`src/rtl/pipe_adder.sv`:
```
// rtl/pipe_adder.sv - STAGES-deep chunked ripple adder/subtractor with skewed operands
// and de-skewed results, so all N result bits emerge aligned.
module pipe_adder #(
  parameter int N      = 8,
  parameter int STAGES = 2
) (
  input  logic         clk,
  input  logic         rst,
  input  logic         en,
  input  logic         in_valid,
  input  logic [N-1:0] a,
  input  logic [N-1:0] b,
  input  logic         cin,
  input  logic         sub,
  output logic [N-1:0] s,
  output logic         cout,
  output logic         ovf,
  output logic         out_valid
);
  localparam int W = N / STAGES;

  // Element k is what stage k consumes: operands, partial result, carry, valid.
  logic [N-1:0] a_in [STAGES];
  logic [N-1:0] b_in [STAGES];
  logic [N-1:0] s_in [STAGES];
  logic         c_in [STAGES];
  logic         v_in [STAGES];

  assign a_in[0] = a;
  assign b_in[0] = sub ? ~b : b;
  assign s_in[0] = '0;
  assign c_in[0] = sub ? 1'b1 : cin;
  assign v_in[0] = in_valid;

  for (genvar k = 0; k < STAGES; k++) begin : g_stage
    logic [W:0]   chunk;
    logic [N-1:0] s_d;

    always_comb begin
      chunk = {1'b0, a_in[k][k*W +: W]} + {1'b0, b_in[k][k*W +: W]} + {{W{1'b0}}, c_in[k]};
      s_d = s_in[k];
      s_d[k*W +: W] = chunk[W-1:0];
    end

    if (k < STAGES - 1) begin : g_mid
      logic [N-1:0] a_d, a_q, b_d, b_q, s_q;
      logic         c_d, c_q, v_d, v_q;

      always_comb begin
        a_d = a_in[k];
        b_d = b_in[k];
        c_d = chunk[W];
        v_d = v_in[k];
      end

      always_ff @(posedge clk or posedge rst) begin
        if (rst) begin
          a_q <= '0;
          b_q <= '0;
          s_q <= '0;
          c_q <= 1'b0;
          v_q <= 1'b0;
        end else if (en) begin
          a_q <= a_d;
          b_q <= b_d;
          s_q <= s_d;
          c_q <= c_d;
          v_q <= v_d;
        end
      end

      assign a_in[k+1] = a_q;
      assign b_in[k+1] = b_q;
      assign s_in[k+1] = s_q;
      assign c_in[k+1] = c_q;
      assign v_in[k+1] = v_q;
    end else begin : g_last
      logic [N-1:0] s_q;
      logic         cout_d, cout_q, ovf_d, ovf_q, valid_d, valid_q;

      // Signed overflow: both operands share a sign the result does not.
      always_comb begin
        cout_d  = chunk[W];
        ovf_d   = (a_in[k][N-1] == b_in[k][N-1]) && (s_d[N-1] != a_in[k][N-1]);
        valid_d = v_in[k];
      end

      always_ff @(posedge clk or posedge rst) begin
        if (rst) begin
          s_q     <= '0;
          cout_q  <= 1'b0;
          ovf_q   <= 1'b0;
          valid_q <= 1'b0;
        end else if (en) begin
          s_q     <= s_d;
          cout_q  <= cout_d;
          ovf_q   <= ovf_d;
          valid_q <= valid_d;
        end
      end

      assign s         = s_q;
      assign cout      = cout_q;
      assign ovf       = ovf_q;
      assign out_valid = valid_q;
    end
  end
endmodule

```
`config.mk`:
```
export PLATFORM = sky130hd
export DESIGN_NAME = pipe_adder
export DESIGN_NICKNAME = d
export VERILOG_FILES = /design/src/rtl/pipe_adder.sv
export SDC_FILE = /design/constraint.sdc
export NUM_CORES = 1
export LEC_CHECK = 0
export CORE_UTILIZATION = 51
export CTS_CLUSTER_SIZE = 10
export DETAILED_ROUTE_END_ITERATION = 6
export PLACE_DENSITY_LB_ADDON = 0.1
export SLEW_MARGIN = 20
export SYNTH_ARGS = -nofsm -noshare
export SYNTH_HDL_FRONTEND = slang
export SYNTH_SLANG_ARGS = --single-unit
```
`constraint.sdc`:
```
create_clock -name clk -period 3 [get_ports clk]
set_clock_uncertainty 0.15 [all_clocks]
set_input_delay 0.3 -clock clk [delete_from_list [all_inputs] [get_ports clk]]
set_output_delay 0.3 -clock clk [all_outputs]
set_load 0.03 [all_outputs]
```
=== Word-level counts from Yosys, hierarchy flattened ===
Index checks and enable logic that the tools add are counted.

* Register bits after elaboration: 33
* Input bits: 22
* Word-level logic and storage cells: 19
* Output and inout bits: 11

* Reduce and logical (&&, ||, !) cells: 1
* Add/subtract/negate cells: 4
* Muxes and demuxes: 2
* Bitwise logic cells: 1
* Equality and inequality tests: 2

{| class="wikitable"
|+ Operators by type and width
! kind !! count
|-
| $add A4 B4 Y5 || 2
|-
| $add A5 B1 Y5 || 2
|-
| $mux W8 || 1
|-
| $not A8 Y8 || 1
|-
| $eq A1 B1 Y1 || 1
|-
| $logic_and A1 B1 Y1 || 1
|-
| $mux W1 || 1
|-
| $ne A1 B1 Y1 || 1
|}

=== Depth between registers and ports, before layout ===
* Depth after elaboration: 4
* Depth in mapped cells: 7
* Mapped depth without buffers: 6

=== Worst setup path before layout ===
OpenSTA, ideal clock, no wires.

* Path type: input-to-reg
* From: input sub
* To: register g_stage[0].g_mid.c_q
* Buffers on the path: 1
* Stages on the path: 7
* Path slack: 0.850 ns
* Required time: 2.713 ns
* Library setup time: 0.137 ns
* Arrival: 1.863 ns
* Cell sequence: buf_2 > or2_1 > fa_1 > fa_1 > a21o_1 > a21oi_1 > a21oi_1

* Word-level cells in the longest chain between the ends: 3
* Elaborated cells on any way between the ends: 4
* Those cells by class: 2 x add/sub; 2 x mux

{| class="wikitable"
|+ RTL lines
! what !! RTL line !! text
|-
| start, declared || 14 || <nowiki>input logic sub,</nowiki>
|-
| $mux W8 || 30 || <nowiki>assign b_in[0] = sub ? ~b : b;</nowiki>
|-
| $add A4 B4 Y5 || 40 || <nowiki>chunk = {1'b0, a_in[k][k*W +: W]} + {1'b0, b_in[k][k*W +: W]} + {{W{1'b0}}, c_in[k]};</nowiki>
|-
| $add A5 B1 Y5 * || 40 ||
|-
| end signal, assigned || 61 || <nowiki>c_q <= 1'b0;</nowiki>
|-
| end signal, assigned || 67 || <nowiki>c_q <= c_d;</nowiki>
|-
| end, declared || 47 || <nowiki>logic c_d, c_q, v_d, v_q;</nowiki>
|}

Every way passes the cells marked *; elsewhere a longest branch is shown, timed or not.
A chain may end at the register's enable or synchronous reset.

=== Worst setup path after layout ===
Same ends and word-level chain as after synthesis.

==> reports/qor.txt <==
pre-CTS setup slack = 451.2 ps
Detailed Route WL = 2.280 mm
critical path launch point = sub
number of fill cells in the layout = 177
mux share of post-synthesis cell area = 11.41%
Max Root-Sink Buffers = 2
Mean Syn Cell Area = 11.77 µm²
Tightest Hold Check Type = primary input to async pin
top fanout value on the critical path = 4
DRT antenna net count = 0
DR vias = 887
Die ar. = 2719 µm²
sequential share of the synthesized area = 48.78%
CP Class = primary input to register
DR iter-0 viols = 5
Sink Count = 25
GRT overflow = 0
drc violations = 0
first-pass GRT wire length = 3.974 mm
Critical R2R Launch = g_stage[0].g_mid.a_q[4]
die height = 52.15 µm
IO Pins = 33
GR Util All Layers = 20.35%
TritonCTS Buffers = 3
Max VDD drop = 376.2 µV
clock transition at the registers of the reported paths = 130 ps
max-slew violations = 0
worst slew pin tran = 933.0 ps
Synth Instances = 109
HPWL Detailed = 1.715 mm
Relative slew margins = 37.73%
outcome = complete, no violations
most area-consuming cells after synthesis = dfrtp_1, mux2_1, fa_1
Final setup viols = 0
area grow syn2layout = 29.07%
I/O Buffers = 32
MaxCap Viol Count = 0
R2R Setup Slk = 1070 ps
final hold viol count = 0
Syn Std Cell Area = 1282 µm²
Power Dens Cells = 597.0 nW/µm²
CP Capture Point = g_stage[0].g_mid.c_q
main combinational cell family by area after synthesis = adder cells
placed insts = 166
asr flop ratio synth = 100.0%
Setup Fix Bufs, Post-CTS = 0
n_diodes = 0
cell accounting for the most synthesized area = dfrtp_1
CTS Root Cell = clkbuf_4
dpl cell area = 1629 µm²
R2R depth = 4
TritonRoute pass-1 iters = 3
RSZ-0062 raised after global routing = false
post-CTS resize count = 0
WHS = 333.7 ps
initial antenna violation count = 0
CTS tree = built
ys flop type = dfrtp_1
vias per cell = 5.218
H-tree Lvls = 1
Die X = 52.15 µm
largest net degree at the start of global routing = 37
Crit. End Element = register
Setup WS post-layout = 786.7 ps
syn_nets = 141
initial cell density of the core = 55.83%
Synth Area in XOR/XNOR = 6.829%
Post-synth EDFFs = 0
Worst EP arrival = 2260 ps
final net count = 175
synth cell count leaders = dfrtp_1, mux2_1, a21oi_1, nor2_1
Seq cells post-synth = 25
post-route minimum period = 2213 ps
worst path required time = 3040 ps
period utilization = 73.78%
post-synth cell types = 26
Yosys top cell area share = 48.78%
Critical Path Start Type = primary input
Worst-Skew Late Latency = 310 ps
Post-Synth Simple-Gate Area = 7.610%
Placeable Area = 2297 µm²
top-count cell post-synth = dfrtp_1
per-cell routed wire length = 13.41 µm
synth warn = 0
Leak = 0.7170 nW
final setup TNS = 0 ps
hold buffer count at CTS = 0
Critical R2R Capture = ovf
Final Cell Area = 1655 µm²
Adder-Cell Fraction of Synth Area = 12.10%
Fmax = 451.8 MHz
Core Rows = 17
complex-gate fraction of the synthesized area = 9.659%
fin cells = 170
share of cells above drive strength 1 = 4.930%
vias in the first global route = 934
Placer Congestion = 0.7287
==> layout make-up <==
| cell class | instances | area, µm² | area share [%] |
|---|---|---|---|
| clock buffer | 4 | 26.28 | 1.587 |
| sequential | 25 | 625.6 | 37.79 |
| timing repair buffer | 34 | 335.3 | 20.26 |
| tap | 28 | 35.03 | 2.116 |
| multi-input combinational | 73 | 610.6 | 36.89 |
| inverter | 6 | 22.52 | 1.361 |
==> stage by stage <==
step | utilization (%) | power [mW]
after floorplan | - | 0.6918
after global placement | 70.91 | 0.8383
after detailed placement | 70.91 | 0.8502
after CTS | 72.06 | 0.9980
after global routing | 72.06 | 1.049
final | 72.06 | 0.9883
==> worst max-delay path: stages <==
cell             delay, ps
clkdlybuf4s50_1        490
or2_1                  280
fa_1                   400
fa_1                   410
a21o_1                 170
a21oi_1                130
a21oi_1                 70
==> flip-flops by register name, indices dropped and copies added (netlist names) <==
name and cells:
out_valid 1, cout 1, g_stage.g_mid.c_q 1, g_stage.g_mid.v_q 1
ovf 1, g_stage.g_mid.b_q 4, g_stage.g_mid.a_q 4, s 8
g_stage.g_mid.s_q 4
==> how the worst min path moves through the flow <==
stage                                          to  cells after the start               startpoint
after floorplan                              cout                      1                      rst
after global placement                       s[2]                      1                     s[2]
after detailed placement  g_stage[0].g_mid.s_q[0]                      1  g_stage[0].g_mid.s_q[0]
after CTS                 g_stage[0].g_mid.s_q[0]                      1  g_stage[0].g_mid.s_q[0]
after global routing      g_stage[0].g_mid.a_q[5]                      3                     a[5]
final                     g_stage[0].g_mid.b_q[6]                      2                      rst
==> placed cells by master, fill, tap and decap left out, types with 2 or more instances in the layout <==
cell type and n:
clkdlybuf4s50_1 32, o21ai_0 3, a21oi_1 8, xnor2_1 6, fa_1 4, nand2_1 4, buf_4 2, clkbuf_4 3
ha_1 6, nor2b_1 3, inv_1 5, mux2_1 13, xor2_1 4, nand3_1 2, a21o_1 3, dfrtp_1 25
nor2_1 8
==> kinds of logic (layout without fill, tap and decap cells) <==
family / after synthesis / count (layout)
AND/OR/NAND/NOR: 20 / 20
XOR/XNOR: 10 / 10
AO/OA/AOI/OAI: 20 / 20
flip-flops: 25 / 25
buffers and inverters: 11 / 44
multiplexers: 13 / 13
adder cells (fa/ha/maj): 10 / 10
==> power by group <==
group | internal, mW | switching, mW
registers | 0.411 | 0.0381
clock network | 0.0519 | 0.0961
logic | 0.189 | 0.203
total | 0.651 | 0.337
==> per-layer routing <==
metal,vias up,global-route usage [%],share of wire (%)
met2,21,33.76,47
met5,-,0,0
met4,0,7.895,1.3
li1,440,-,-
met1,422,26.82,47
met3,4,2.924,4.4
Power figures use the tool's default switching activity.
==> RTL change: new RTL, same flow settings <==
`STAGES`: 2 -> 4.
--- a/src/rtl/pipe_adder.sv
+++ b/src/rtl/pipe_adder.sv
@@ -4,3 +4,3 @@
   parameter int N      = 8,
-  parameter int STAGES = 2
+  parameter int STAGES = 4
 ) (
Formal check against the unedited RTL: not equivalent (Yosys sat finds a counterexample within 4 cycles, from zero or initial values and one cycle with rst high).
==> RTL change against the original RTL <==
Area after synthesis rose by 79%. Non-clock buffer count is 2 higher. Cell count is 56% higher. Wire length increased by 55%. Clock power rose to 2.7 times the old value. Total power increased by 96%. Critical path depth fell by 1. Sequential cell count rose by 28. Setup slack worse by 0.019 ns. Final area up 65%. Sequential share of layout area rose by 11 points.
==> RTL change: results (changes against the original RTL) <==
run status: finished, final reports clean
routability congestion estimate: 0.707 (-3.0%)
Worst-path clk slew: 0.09 ns (-0.04 ns)
initial antenna violation count: 0 (unchanged)
H-tree Lvls: 2 (+1)
# diodes: 0 (unchanged)
detailed placement HPWL: 2.60 mm (+51%)
actual slew at the worst max-slew pin: 0.518 ns (-0.415 ns)
number of global-route vias before repair: 1394 (+49%)
detailed-route wire length: 3.55 mm (+55%)
largest registers: g_stage.g_mid.a_q (12), g_stage.g_mid.b_q (12), g_stage.g_mid.s_q (12)
synth cell count leaders: dfrtp_1, mux2_2, inv_1
PostCTS Resize Cnt: 0 (unchanged)
share of cells above drive strength 1: 0.197 (+0.148)
clock root cell: clkbuf_8
port bufs: 32 (unchanged)
Hold WC Path Type: primary input to asynchronous set/reset pin
total CTS buffers: 5 (+2)
R2R cell count: 5 (+1)
RR Startpoint: g_stage[2].g_mid.a_q[6]
clock buffer depth: 2 (unchanged)
Yosys cell types: 18 (-31%)
FFs w/ async S/R, synth: 1.00 (unchanged)
arrival time at the worst endpoint: 2.27 ns
worst skew pair latency: 0.29 ns (-0.02 ns)
Final nets: 244 (+39%)
largest net degree at the start of global routing: 52 (+41%)
Yosys Warn Count: 0 (unchanged)
Iter 0 DRT Violations: 87 (+82)
launch point of the worst path: sub
TritonRoute pass-1 iters: 4 (+1)
Filler cells: 352 (+99%)
Syn Nets: 210 (+49%)
LEAKAGE: 1.21 nW (+69%)
Worst R2R Setup Slack: 1.13 ns (+0.06 ns)
first-pass GRT wire length: 6.43 mm (+62%)
CP max FO: 6 (+2)
dpl cell area: 2640 um2 (+62%)
Total GRT Usage: 0.172 (-0.0312)
crit path to: g_stage[0].g_mid.s_q[1]
switch share: 0.304 (-0.0375)
top cells by area, synth: dfrtp_1, mux2_2, fa_1, inv_1, xnor2_1
Synth Flop Type: dfrtp_1
Post-CTS Setup Bufs: 0 (unchanged)
worst r2r dst: ovf
VDD IR max: 0.000388 V (+3.2%)
vias: 1291 (+46%)
sequential area share after synthesis: 0.578 (+0.0902)
-- RTL change: changes by cell type in the layout (fill, tap and decap cells not counted), sizes merged, moves of 7 or more --
cell,before,now
dfrtp,25,53
nand2,4,11
mux2,13,25
inv,6,22
o21ai,4,11
-- RTL change: logic make-up (layout without fill, tap and decap cells) --
kind of cell               count (synthesis)  after routing  synth area share
AOI/OAI and AO/OA                         23             23            0.0589
xor gates and xnor gates                   9              9            0.0344
DFF                                       53             53             0.578
buffers and inverters                     31             65            0.0687
adders and majority gates                  9              9            0.0752
muxes                                     30             30             0.144
and+or+nand+nor                           24             24            0.0403
-- RTL change: routing by layer --
metal  up-vias  track usage  share of wire
met5         -            0              0
met4         0       0.0612          0.014
met3         5       0.0424          0.034
met2        19        0.290           0.52
met1       635        0.216           0.43
li1        632            -              -
-- RTL change: layout make-up --
cell class,count,area share
Clock buffer,7,0.0316
Timing Repair Buffer,36,0.131
Sequential cell,53,0.486
Multi-Input combinational cell,95,0.297
Inverter,22,0.0303
Tap cell,52,0.0238
-- RTL change: worst max-delay path, cell delays in order --
cell,delay (ns)
clkdlybuf4s50_1,0.65
xnor2_1,0.16
fa_1,0.40
inv_1,0.07
fa_1,0.41
mux2_2,0.28
-- RTL change: metrics by stage --
step	setup WS [ns]	hold slack (ns)	instances	util
after CTS	0.769	0.183	265	0.631
after floorplan	1.03	0.271	179	-
after global routing	0.717	0.194	265	0.631
after detailed placement	0.455	0.317	258	0.611
final	0.767	0.165	265	0.631
after global placement	0.556	0.318	258	0.611
-- RTL change: power groups by stage --
stage          combinational, mW  clock (mW)  sequential, mW
2_1_floorplan              0.266           0            1.08
3_3_place_gp               0.568           0           0.967
3_5_place_dp               0.590           0           0.980
4_1_cts                    0.591       0.404           0.965
5_1_grt                    0.634       0.439           0.990
6_report                   0.579       0.393           0.963
